[config.mk]
export PLATFORM = sky130hd
export DESIGN_NAME = io_wr_arbiter
export DESIGN_NICKNAME = d
export VERILOG_FILES = /design/src/rtl/io_wr_arbiter_pkg.sv /design/src/rtl/io_wr_arbiter_rr_pick.sv /design/src/rtl/io_wr_arbiter.sv
export SDC_FILE = /design/constraint.sdc
export NUM_CORES = 1
export LEC_CHECK = 0
export CORE_AREA = 2 2 540 542
export DETAILED_ROUTE_END_ITERATION = 8
export DIE_AREA = 0 0 542 544
export DONT_BUFFER_PORTS = 1
export PLACE_DENSITY = 0.3
export SYNTH_ARGS = -nofsm -noshare
export SYNTH_HDL_FRONTEND = slang
export SYNTH_SLANG_ARGS = --single-unit
export TNS_END_PERCENT = 10
[constraint.sdc]
create_clock -name clk -period 4 [get_ports clk]
set_input_delay 0.8 -clock clk [delete_from_list [all_inputs] [get_ports clk]]
set_output_delay 0.8 -clock clk [all_outputs]
set_load 0.01 [all_outputs]
[src/rtl/io_wr_arbiter_pkg.sv]
// Shared defaults and FSM state type for the IO write arbiter slice.
package io_wr_arbiter_pkg;

  localparam int DEF_NUM_REQ       = 4;
  localparam int DEF_IO_ADDR_WIDTH = 16;
  localparam int DEF_IO_DATA_WIDTH = 256;
  localparam int DEF_MAX_BURST     = 8;
  localparam int DEF_STALL_LIMIT   = 15;

  typedef enum logic [0:0] {
    ARB_IDLE   = 1'b0,
    ARB_LOCKED = 1'b1
  } arb_state_e;

endpackage

[src/rtl/io_wr_arbiter_rr_pick.sv]
// Rotating-priority picker: first set request at or after ptr, wrapping.
module rr_pick #(
  parameter int N  = 4,
  parameter int IW = (N > 1) ? $clog2(N) : 1
) (
  input  logic [N-1:0]  req,
  input  logic [IW-1:0] ptr,
  output logic [N-1:0]  grant,
  output logic [IW-1:0] idx,
  output logic          any
);

  always_comb begin
    grant = '0;
    idx   = '0;
    any   = 1'b0;
    for (int k = 0; k < N; k++) begin
      if (!any && req[(int'(ptr) + k) % N]) begin
        any = 1'b1;
        idx = IW'((int'(ptr) + k) % N);
        grant[(int'(ptr) + k) % N] = 1'b1;
      end
    end
  end

endmodule

[src/rtl/io_wr_arbiter.sv]
// Burst-locking round-robin arbiter that merges requester writes onto one
// registered IO write port, with burst cap and stall-abort release.
module io_wr_arbiter
  import io_wr_arbiter_pkg::*;
#(
  parameter int NUM_REQ       = DEF_NUM_REQ,
  parameter int IO_ADDR_WIDTH = DEF_IO_ADDR_WIDTH,
  parameter int IO_DATA_WIDTH = DEF_IO_DATA_WIDTH,
  parameter int MAX_BURST     = DEF_MAX_BURST,
  parameter int STALL_LIMIT   = DEF_STALL_LIMIT,
  localparam int IW = (NUM_REQ > 1) ? $clog2(NUM_REQ) : 1
) (
  input  logic                                   clk,
  input  logic                                   rst,
  input  logic [NUM_REQ-1:0]                     req_valid,
  output logic [NUM_REQ-1:0]                     req_ready,
  input  logic [NUM_REQ-1:0]                     req_last,
  input  logic [NUM_REQ-1:0][IO_ADDR_WIDTH-1:0]  req_addr,
  input  logic [NUM_REQ-1:0][IO_DATA_WIDTH-1:0]  req_data,
  output logic                                   io_en_out,
  output logic [IO_ADDR_WIDTH-1:0]               io_addr_out,
  output logic [IO_DATA_WIDTH-1:0]               io_data_out,
  output logic [IW-1:0]                          grant_id,
  output logic                                   abort_pulse
);

  localparam int BW = $clog2(MAX_BURST + 1);
  localparam int SW = $clog2(STALL_LIMIT + 1);
  localparam bit SINGLE_BEAT = (MAX_BURST == 1);

  arb_state_e        state, state_nx;
  logic [IW-1:0]     last_owner, ptr, pick_idx, xfer_idx;
  logic [NUM_REQ-1:0] pick_grant;
  logic              pick_any;
  logic [BW-1:0]     beat_cnt, beat_nx;
  logic [SW-1:0]     stall_cnt, stall_nx;
  logic              xfer, stall_hit;

  // In LOCKED the owner is last_owner, so the search always starts one past it.
  always_comb begin
    if (last_owner == IW'(NUM_REQ - 1)) ptr = '0;
    else                                ptr = last_owner + IW'(1);
  end

  rr_pick #(.N(NUM_REQ), .IW(IW)) u_pick (
    .req   (req_valid),
    .ptr   (ptr),
    .grant (pick_grant),
    .idx   (pick_idx),
    .any   (pick_any)
  );

  always_ff @(posedge clk) begin
    if (rst) state <= ARB_IDLE;
    else     state <= state_nx;
  end

  always_comb begin
    state_nx  = state;
    beat_nx   = beat_cnt;
    stall_nx  = stall_cnt;
    xfer      = 1'b0;
    xfer_idx  = last_owner;
    stall_hit = 1'b0;
    case (state)
      ARB_IDLE: begin
        beat_nx  = '0;
        stall_nx = '0;
        if (pick_any) begin
          xfer     = 1'b1;
          xfer_idx = pick_idx;
          if (!req_last[pick_idx] && !SINGLE_BEAT) begin
            state_nx = ARB_LOCKED;
            beat_nx  = BW'(1);
          end
        end
      end
      ARB_LOCKED: begin
        if (req_valid[last_owner]) begin
          xfer     = 1'b1;
          stall_nx = '0;
          beat_nx  = beat_cnt + BW'(1);
          if (req_last[last_owner] || beat_cnt == BW'(MAX_BURST - 1)) begin
            state_nx = ARB_IDLE;
            beat_nx  = '0;
          end
        end else if (stall_cnt == SW'(STALL_LIMIT - 1)) begin
          stall_hit = 1'b1;
          state_nx  = ARB_IDLE;
          stall_nx  = '0;
          beat_nx   = '0;
        end else begin
          stall_nx = stall_cnt + SW'(1);
        end
      end
      default: state_nx = ARB_IDLE;
    endcase
  end

  // Ready never looks at last/addr/data so requesters can build them late.
  always_comb begin
    req_ready = '0;
    if (!rst) begin
      case (state)
        ARB_IDLE:   req_ready = pick_grant;
        ARB_LOCKED: req_ready[last_owner] = req_valid[last_owner];
        default:    req_ready = '0;
      endcase
    end
  end

  always_ff @(posedge clk) begin
    if (rst) begin
      last_owner  <= IW'(NUM_REQ - 1);
      beat_cnt    <= '0;
      stall_cnt   <= '0;
      io_en_out   <= 1'b0;
      io_addr_out <= '0;
      io_data_out <= '0;
      grant_id    <= '0;
      abort_pulse <= 1'b0;
    end else begin
      beat_cnt    <= beat_nx;
      stall_cnt   <= stall_nx;
      abort_pulse <= stall_hit;
      io_en_out   <= xfer;
      if (xfer) begin
        io_addr_out <= req_addr[xfer_idx];
        io_data_out <= req_data[xfer_idx];
        last_owner  <= xfer_idx;
        grant_id    <= xfer_idx;
      end
    end
  end

endmodule

# Yosys cells after proc, flatten, opt, wreduce, memory -nomap -nowiden
# Cells that the tools add are included.
[word_totals]
register_bits = 287
word_cells = 122
output_inout_bits = 280
inputBits = 1098
[classes]
addsub = 6
reduce_logical = 16
order_cmp = 12
n_bitwise = 8
n_eq_ne = 4
mux = 67
[op_table]
columns = ["cell", "count"]
rows = [
  ["$bmux W256 S2", 1],
  ["$mux W256", 1],
  ["$mux W4", 10],
  ["$bmux W16 S2", 1],
  ["$mux W1", 29],
  ["$pmux W4 S2", 3],
  ["$mux W16", 1],
  ["$bmux W1 S2", 7],
  ["$mux W2", 7],
  ["$lt A2 B3 Y1 const B", 4],
  ["$lt A3 B4 Y1 const B", 3],
  ["$or A4 B4 Y4", 3],
  ["$demux W1 S2", 5],
  ["$ge A3 B1 Y1 const B", 3],
  ["$add A4 B1 Y4 const B", 2],
  ["$logic_and A1 B1 Y1", 8],
  ["$reduce_or A2 Y1", 3],
  ["$add A2 B1 Y2 const B", 2],
  ["$add A2 B2 Y2 const B", 2],
  ["$and A4 B4 Y4", 1],
  ["$eq A4 B3 Y1 const B", 1],
  ["$eq A4 B4 Y1 const B", 1],
  ["$ge A2 B1 Y1 const B", 2],
  ["$pmux W1 S2", 2],
  ["other kinds (7)", 11],
]

# Depth between registers and ports, before layout
[logic_depth]
ltp_word = 21
depth_mapped = 14
mapped_depth_nobuf = 8

# Cells and area by module
# A second synthesis with hierarchy kept.
[unflattened]
hier_cells = 1076
hier_area_um2 = 16082.9
[by_module_without_submodules]
columns = ["module", "area_per_inst_um2", "n_inst", "seq_area_each_um2", "cells_each"]
rows = [
  ["io_wr_arbiter", 15660.0, 1, 5745.5, 1031],
  ["rr_pick", 422.9, 1, 0.0, 45],
]

# Worst setup path before layout
# Ideal clock, no wire load.
[synth_timing]
path_kind = "register to output"
start = "reg last_owner[0]"
end = "out req_ready[2]"
arrival_ns = 2.470
slack_ns = 0.730
required_time_ns = 3.200
path_stages_with_launch = 11
path_buffers = 2
cell_sequence = "dfxtp_1 buf_4 inv_1 ha_1 buf_1 or2_0 mux4_2 nand3b_1 a21o_1 a31o_2 a21oi_1"
[synth_between]
elab_chain_len = 17
elab_cells_between_ends = 69
cone_classes = "add/sub: 4; order compare: 10; eq/ne: 1; mux: 33; bitwise: 7; reduce/logical: 14"
[synth_lines]
columns = ["item", "line", "rtl"]
rows = [
  ["from (decl)", "io_wr_arbiter.sv:32", "logic [IW-1:0] last_owner, ptr, pick_idx, xfer_idx;"],
  ["from (signal assigned)", "io_wr_arbiter.sv:114", "last_owner <= IW'(NUM_REQ - 1);"],
  ["from (signal assigned)", "io_wr_arbiter.sv:130", "last_owner <= xfer_idx;"],
  ["$add A2 B1 Y2 / $eq A2 B2 Y1 (equally long branches)", "io_wr_arbiter.sv:42, io_wr_arbiter.sv:41", ""],
  ["$mux W2", "io_wr_arbiter.sv:41", "if (last_owner == IW'(NUM_REQ - 1)) ptr = '0;"],
  ["$add A2 B1 Y2", "io_wr_arbiter_rr_pick.sv:18, io_wr_arbiter_rr_pick.sv:21", ""],
  ["$reduce_or A2 Y1 (no source line)", "n/a", ""],
  ["$and A1 B1 Y1 (no source line)", "n/a", ""],
  ["$lt A3 B4 Y1 (implied by the code) / $ge A3 B1 Y1 (equally long branches)", "io_wr_arbiter_rr_pick.sv:21", "grant[(int'(ptr) + k) % N] = 1'b1;"],
  ["$logic_and A1 B1 Y1 (implied by the code)", "io_wr_arbiter_rr_pick.sv:21", ""],
  ["$mux W1 (implied by the code)", "io_wr_arbiter_rr_pick.sv:21", ""],
  ["$demux W1 S2", "n/a", ""],
  ["$or A4 B4 Y4 (no source line)", "n/a", ""],
  ["$mux W4", "io_wr_arbiter_rr_pick.sv:18", "if (!any && req[(int'(ptr) + k) % N]) begin"],
  ["$or A4 B4 Y4 (no source line)", "n/a", ""],
  ["$mux W4", "io_wr_arbiter_rr_pick.sv:18", ""],
  ["$or A4 B4 Y4 (no source line)", "n/a", ""],
  ["$mux W4", "io_wr_arbiter_rr_pick.sv:18", ""],
  ["$pmux W4 S2 (*)", "io_wr_arbiter.sv:104", "case (state)"],
  ["$mux W4 (*)", "io_wr_arbiter.sv:103", "if (!rst) begin"],
  ["to (decl)", "io_wr_arbiter.sv:16", "output logic [NUM_REQ-1:0] req_ready,"],
]
# Mark *: on every way between the ends. The rest lies on a longest branch, timed or not. The select of a mux whose other input is x is not followed.

# Worst setup path in the final report
[layout_timing]
start = "reg last_owner[0]"
end = "out req_ready[1]"
# The elaborated chain is that of the path after synthesis.

==> impl_metrics.json <==
{
  "clock_path_buffers": 3,
  "placed_cell_area_um2": 22400,
  "holdPathStages": 1,
  "layout-drive-gt1-share_pct": 18.7,
  "viasPerCell": 2.91,
  "synthArstFlopShare_pct": 0,
  "fin_skew_ps": 73.0,
  "ys_types": 53,
  "yosysTopAreaCellShare_pct": 33.6,
  "io_buffers": 0,
  "yosys_most_used_dff": "dfxtp_1",
  "worstPathRequired_ps": 3200,
  "die-area_um2": 295000,
  "htree_levels": 2,
  "worst-setup-path-type": "register to output port",
  "finalWeightedCongestion": 0.975,
  "core-area_um2": 289000,
  "syn_inst": 1698,
  "status": "completed",
  "antenna_found_initial": 281,
  "min_period_over_period_pct": 97.7,
  "fin_nets": 2837,
  "synth_xor_area_share_pct": 0.102,
  "ant_nets": 0,
  "cap_violations": 0,
  "hpwl_mm": 175,
  "synth_area_um2": 17100,
  "numCtsBuffers": 45,
  "start_util_pct": 5.91,
  "grt_pass1_vias": 15552,
  "synth_edf_count": 0,
  "relSlewSlack_pct": 39.1,
  "synth.mux.area_fraction_pct": 32.8,
  "fin_crit_ps": 3910,
  "route.final.wire_length_mm": 195,
  "grt-ovfl-total": 0,
  "hold_viol": 0,
  "drc": 0,
  "synth_simple_gate_area_share_pct": 8.02,
  "grt_max_degree": 76,
  "design_area_um2": 24400,
  "cts_root_buffer": "clkbuf_16",
  "yosys-top-cells-count": "mux2i_1, nand2_1, dfxtp_1, o221ai_1, buf_2",
  "cp_max_fo": 10,
  "cts_tree": "done",
  "rows": 198,
  "clk_pin_slew_ps": 60,
  "avgSynthCellArea_um2": 10.1,
  "drt_first_pass_iters": 7,
  "clock.fmax_ghz": 0.256,
  "grt_pass1_wl_mm": 227,
  "drt_iter0_drc": 1265,
  "wire_per_inst_um": 34.5,
  "p_leak_nw": 8.65,
  "multiInputGateArea_um2": 10600,
  "seqCellArea_um2": 5750,
  "synthTopCellsByArea": "dfxtp_1, mux2i_1, o221ai_1, o221ai_2, nand2_1",
  "die_w_um": 542,
  "synth.most_common_cell": "mux2i_1",
  "power_density_nw_per_um2": 965,
  "critPathCaptureType": "output port",
  "hold_buffers": 0,
  "io_pins": 1378,
  "fillers": 33632,
  "power.total_mw": 23.5,
  "seq_area_frac_synth_pct": 33.6,
  "hold_class": "input pin to register",
  "synth.largest_area_cell": "dfxtp_1",
  "synth_warnings": 0,
  "synth_fp_nets": 2807,
  "clock_latency_ps": 730,
  "ir_drop_mv": 0.495,
  "finalMaxSlewViolations": 0,
  "rsz0062_at_grt": "true",
  "ys_seq_elements": 287,
  "num_vias": 16523,
  "setup_viol": 0,
  "critPathArrivalTime_ps": 3110,
  "synth_fa_ha_area_share_pct": 0.805,
  "grt_usage_pct": 12.6,
  "synth_compound_area_share_pct": 19.1,
  "synth_top_family_by_area": "multiplexers",
  "rr_worst_depth": 10,
  "die_y_um": 544,
  "cp-start-kind": "register",
  "synthToLayoutAreaGrowth_pct": 42.6,
  "tightest_slew_ps": 888,
  "cts_sinks": 287
}
[flip-flops by register name (all words and copies together) (netlist names)]
name and cells:
io_data_out 256, stall_cnt 4, abort_pulse 1, grant_id 2
io_addr_out 16, last_owner 2, state 1, io_en_out 1
beat_cnt 4
[where the power goes]
| group | switching, mW | total (mW) | internal [mW] |
|---|---|---|---|
| sequential | 1.81 | 5.78 | 3.97 |
| combinational | 7.49 | 13.4 | 5.95 |
| clock | 1.86 | 4.32 | 2.47 |
| total | 11.2 | 23.5 | 12.4 |
[cells by family after synthesis]
| group | Yosys count |
|---|---|
| AOI/OAI and AO/OA | 325 |
| xor gates and xnor gates | 2 |
| adders and majority gates | 11 |
| buffers and inverters | 174 |
| DFF | 287 |
| muxes | 555 |
| and+or+nand+nor | 344 |
[through the flow]
stage	setup slack, ps	hold slack [ps]	cells	util, %	TNS [ps]
6_report	93.7	214	5671	8.43	0
5_1_grt	-65.2	138	5624	8.39	-160
4_1_cts	-92.7	96.5	5560	8.30	-203
3_5_place_dp	-422	454	5477	7.76	-797
3_3_place_gp	-399	447	5477	7.76	-693
2_1_floorplan	730	430	1698	-	0
[cell usage in the layout (no fill, tap or decap), types with 3 or more instances in the layout]
cell type / instances
diode_2: 110
clkinv_2: 3
nand3_1: 6
mux2i_4: 4
mux2i_2: 3
inv_1: 9
nor3b_1: 4
buf_12: 30
nand2_1: 297
nand2b_1: 5
clkinv_4: 3
buf_4: 114
ha_1: 8
a21oi_1: 4
dfxtp_1: 286
ha_4: 3
o221ai_1: 195
mux2i_1: 543
o221ai_2: 80
mux4_2: 5
clkbuf_16: 46
o21ai_0: 9
a21o_1: 6
clkbuf_8: 9
a31o_2: 3
bufinv_16: 3
clkbuf_1: 11
nor2_1: 14
a21oi_2: 3
nand3b_1: 3
[worst max-delay path: stages (launching register included)]
cell      delay [ps]
dfxtp_2          340
buf_8            150
ha_4             180
or2_4            260
mux4_2           510
nand3b_1         190
a21o_1           200
a31o_2           240
a21oi_2          180
buf_4            180
[final timing paths]
check,slack (ps),to,from
worst min-delay path,210,beat_cnt[2]$_SDFFE_PP0P_,rst
worst max-delay path,90,req_ready[1],last_owner[0]$_SDFFE_PP1P_
worst min register to register,470,stall_cnt[0]$_SDFF_PP0_,stall_cnt[0]$_SDFF_PP0_
worst max register to register,160,io_data_out[26]$_SDFFE_PP0P_,last_owner[0]$_SDFFE_PP1P_
[repair_timing]
action / in CTS / in global routing
gates cloned: 0 / 0
resized for setup: 14 / 14
pin swaps: 0 / 1
endpoints found under the setup margin: 7 / 11
buffers inserted: 3 / 1
[routing by layer]
metal	routed length, um	track usage, %	vias up
met5	983	0	-
met4	12900	7.62	150
met3	28000	7.92	540
met2	87600	19.9	1408
met1	65900	12.5	7705
li1	-	-	6720
[final cells by class]
cell class                      count  share of cell area, %
Tap cell                         3800                   19.5
Clock buffer                       66                   5.40
Antenna cell                      110                   1.13
Inverter                           10                  0.154
Multi-Input combinational cell   1237                   43.3
Timing Repair Buffer              147                   6.19
Clock inverter                     14                  0.739
Sequential cell                   287                   23.6
Note: power is estimated with default switching activity, not from simulation.
